[config.mk]
export PLATFORM = sky130hd
export DESIGN_NAME = mux32_rr_arbiter
export DESIGN_NICKNAME = d
export VERILOG_FILES = /design/src/rtl/mux32_rr_arbiter.sv
export SDC_FILE = /design/constraint.sdc
export NUM_CORES = 1
export LEC_CHECK = 0
export CAP_MARGIN = 20
export CORE_UTILIZATION = 38
export DETAILED_ROUTE_END_ITERATION = 7
export SYNTH_ARGS = -nofsm -noshare
export SYNTH_HDL_FRONTEND = slang
export SYNTH_SLANG_ARGS = --single-unit
[constraint.sdc]
create_clock -name clk -period 4.9 [get_ports clk]
set_input_delay 1.47 -clock clk [delete_from_list [all_inputs] [get_ports clk]]
set_output_delay 1.47 -clock clk [all_outputs]
set_load 0.1 [all_outputs]
[src/rtl/mux32_rr_arbiter.sv]
// Round-robin arbiter sharing one 32:1 single-bit mux among 32 requesters.
// Grants are registered, bounded to MAX_HOLD cycles, and followed by one idle bubble.
module mux32_rr_arbiter #(
  parameter int MAX_HOLD = 8,
  parameter int HOLD_W   = 8
) (
  input  logic        clk,
  input  logic        rst_n,
  input  logic [31:0] req,
  input  logic        done,
  input  logic        mux_out,
  output logic [4:0]  sel,
  output logic [31:0] grant,
  output logic        valid,
  output logic        data,
  output logic        expired
);

  // Handshake: a requester holds req[i] high until served; the owner keeps
  // req[sel] high while it wants the mux and pulses done for one cycle to release.
  typedef enum logic {IDLE, BUSY} state_t;

  state_t            state_q, state_d;
  logic [4:0]        ptr_q, ptr_d;
  logic [4:0]        sel_q, sel_d;
  logic [31:0]       grant_q, grant_d;
  logic [HOLD_W-1:0] cnt_q, cnt_d;
  logic              expired_q, expired_d;
  logic [4:0]        win;
  logic [4:0]        idx;

  // Scan from the farthest offset down so the set bit closest to ptr wins.
  always_comb begin
    win = ptr_q;
    idx = ptr_q;
    for (int i = 31; i >= 0; i--) begin
      idx = ptr_q + 5'(i);
      if (req[idx]) win = idx;
    end
  end

  always_comb begin
    state_d   = state_q;
    ptr_d     = ptr_q;
    sel_d     = sel_q;
    grant_d   = grant_q;
    cnt_d     = cnt_q;
    expired_d = 1'b0;
    case (state_q)
      IDLE: begin
        if (req != 32'd0) begin
          state_d = BUSY;
          sel_d   = win;
          grant_d = 32'd1 << win;
          cnt_d   = HOLD_W'(1);
        end
      end
      BUSY: begin
        if (!req[sel_q] || done || (cnt_q == HOLD_W'(MAX_HOLD))) begin
          // A done arriving with the tenure limit counts as a normal release.
          expired_d = req[sel_q] && !done;
          state_d   = IDLE;
          ptr_d     = sel_q + 5'd1;
          grant_d   = 32'd0;
          cnt_d     = '0;
        end else begin
          cnt_d = cnt_q + HOLD_W'(1);
        end
      end
      default: state_d = IDLE;
    endcase
  end

  always_ff @(posedge clk or negedge rst_n) begin
    if (!rst_n) begin
      state_q   <= IDLE;
      ptr_q     <= 5'd0;
      sel_q     <= 5'd0;
      grant_q   <= 32'd0;
      cnt_q     <= '0;
      expired_q <= 1'b0;
    end else begin
      state_q   <= state_d;
      ptr_q     <= ptr_d;
      sel_q     <= sel_d;
      grant_q   <= grant_d;
      cnt_q     <= cnt_d;
      expired_q <= expired_d;
    end
  end

  assign sel     = sel_q;
  assign grant   = grant_q;
  assign valid   = (state_q == BUSY);
  assign expired = expired_q;
  assign data    = mux_out & valid;

endmodule

==> flow_summary.toml <==
[sta]
slew_headroom_pct = 33.1
setup_viol = 0
drv_slew = 0
finalHoldViolCount = 0
setup_slack_ps = 107
tightestPinTransition_ps = 1000
finClkSkew_ps = 8.22
max_freq_mhz = 209
finalCriticalPeriod_ps = 4790
finalCritPeriodShare_pct = 97.8

[layout]
layout-drive-gt1-share_pct = 46.6
fin_nets = 1391
area_growth_pct = 44.2
diodes = 0
fillers = 2209

[floorplan]
die_w_um = 159
num_io_pins = 76
placementRows = 57
start_util_pct = 38.6
die_area_um2 = 25300
die_h_um = 159
core_area_um2 = 24200

[clocking]
clkTransAtPathRegs_ps = 70
cts_root_buf = "clkbuf_16"
htreeDepth = 2
clkLatencyLatePin_ps = 300
clock_path_buffers = 2
numCtsBuffers = 5
cts_tree = "yes"
holdBufCountCts = 0
cts_sinks = 52

[worst_setup_path]
end_kind = "flop"
cp_max_fo = 5
worstPathArrival_ps = 4980
cp-start-kind = "primary input"
worst-setup-path-type = "primary input to flop"
cp-startpoint = "req[2]"
reg2reg_from = "ptr_q[2]"
cp_data_required_time_ps = 5090

[synth]
syn_area_um2 = 9360
synthXorXnorAreaFrac_pct = 3.80
synthFlopType = "dfrtp_1"
yosys_warnings = 0
synth_top_cell_area_share_pct = 19.3
synth_seq_cells = 52
post-synth-top-area-cell = "mux4_2"
muxShareOfSynthArea_pct = 39.7
syn_avg_cell_area_um2 = 9.47
async_flop_share_pct = 100
synth_fa_ha_area_share_pct = 2.14
synth-simple-area-share_pct = 14.0
synthesis.nets = 1040
syn_inst = 988
synth_cell_type_count = 90
synth-edff-count = 0
synth_compound_area_share_pct = 21.9
synthTopCellsByArea = "mux4_2, dfrtp_1, mux2i_1, mux2_2, nand2_1"
synth-seq-area-share_pct = 13.9
synth_top_family_by_area = "multiplexers"

[place]
port_buffers = 75
gp_congestion = 1.07
dp_slack_ps = -725
place_hpwl_um = 32300

[grt]
grt_use_total_pct = 31.5
grt_overflow = 0
grt_max_degree = 75
grt_antenna_before_repair = 0
grt_first_pass_wirelength_um = 61400
grt_pass1_vias = 10173

[worst_hold_path]
hold_path_class = "flop to flop"
min_from = "grant[29]"

[route]
firstDrtPassIters = 5
avgRoutedWirePerCell_um = 24.7
drc = 0
ant_nets = 0
drt_wl_total_um = 41100
route.vias.total = 10724
via_per_inst = 6.44
drt_iter0_drc = 984

[job]
cap_violations = 0

[outcome]
outcome = "completed"
## synth_stat cells, drive strengths merged (24+ instances only)
master,instances
clkbuf,30
buf,37
mux2,58
nand2,91
mux2i,99
nand3,25
o21ai,45
dfrtp,52
nor2,53
xnor2,24
mux4,90
a21oi,40
## stage by stage
step | instance area, um2 | utilization (%) | hold WS (ps) | instances | TNS, ps
CTS | 13100 | 54.0 | 489 | 1636 | -11.1
floorplan | 9370 | - | 480 | 988 | 0
finish | 13500 | 55.7 | 484 | 1664 | 0
global route | 13500 | 55.7 | 520 | 1664 | -8.43
global placement | 12500 | 51.4 | 469 | 1611 | -22270
detailed placement | 12500 | 51.4 | 474 | 1611 | -22760
## routing by layer
metal	share of wire [%]	GRT usage [%]
met1	41	42.8
met2	45	50.3
met3	7.8	4.10
met4	5.5	13.9
met5	0	0
## critical path, stage by stage
cell and delay, ps:
clkbuf_2 100, buf_4 150, mux4_2 570, mux4_2 530, mux2_4 300, and2_4 170, a31oi_4 150, o2111ai_2 140
and4b_2 280, buf_6 120, o41ai_4 330, buf_4 180, nand3_4 120, o41ai_2 360
## what timing repair did
action / 4_1_cts / 5_1_grt
gates resized for setup: 127 / 137
endpoints found under the hold margin: 0 / 0
setup endpoints to repair: 36 / 34
pin swaps: 33 / 25
gates cloned: 0 / 0
buffers inserted: 17 / 29
## logic make-up after synthesis
group,count (synthesis)
simple gates,268
mux,247
buf+inv,86
compound gates,281
fa+ha+maj,16
flops,52
xor+xnor,38
## final cells by class
cell class / instances / area, um2 / area share [%]
inverter: 19 / 72.6 / 0.538
tap: 324 / 405 / 3.00
multi-input combinational: 850 / 8200 / 60.7
timing repair buffer: 411 / 3350 / 24.8
clock buffer: 6 / 129 / 0.955
clock inverter: 2 / 35.0 / 0.260
sequential: 52 / 1310 / 9.69
## sequential cells by signal, summed over array words and instances (netlist names)
register	cells
grant	32
cnt_q	8
ptr_q	5
sel	5
expired	1
valid	1
## path summary, 6_finish.rpt
path	endpoint	slack [ps]	depth (start not counted)
min	grant[29]	480	2
min in group asynchronous	grant[10]	1080	1
max reg2reg	grant[15]	150	19
max	grant[23]	110	14
max in group asynchronous	ptr_q[0]	2970	2
min reg2reg	grant[29]	480	2
## placed cells by master (no fill, tap or decap), types with 14 or more instances in the layout
master	instances
o211ai_1	19
clkdlybuf4s50_1	41
nand3_1	21
buf_6	35
inv_1	15
o22ai_1	17
xnor2_1	19
dfrtp_1	49
mux2i_1	83
mux4_2	88
nand2_1	89
nor2_1	52
a21oi_1	36
buf_4	293
mux2_2	32
o31ai_1	14
ha_1	16
o21ai_0	40
clkbuf_2	32
nor3_1	16
mux2_4	26
Power is left out: the tool's default activity adds up to more than one toggle a clock period on the data nets, which glitch-free logic cannot reach.
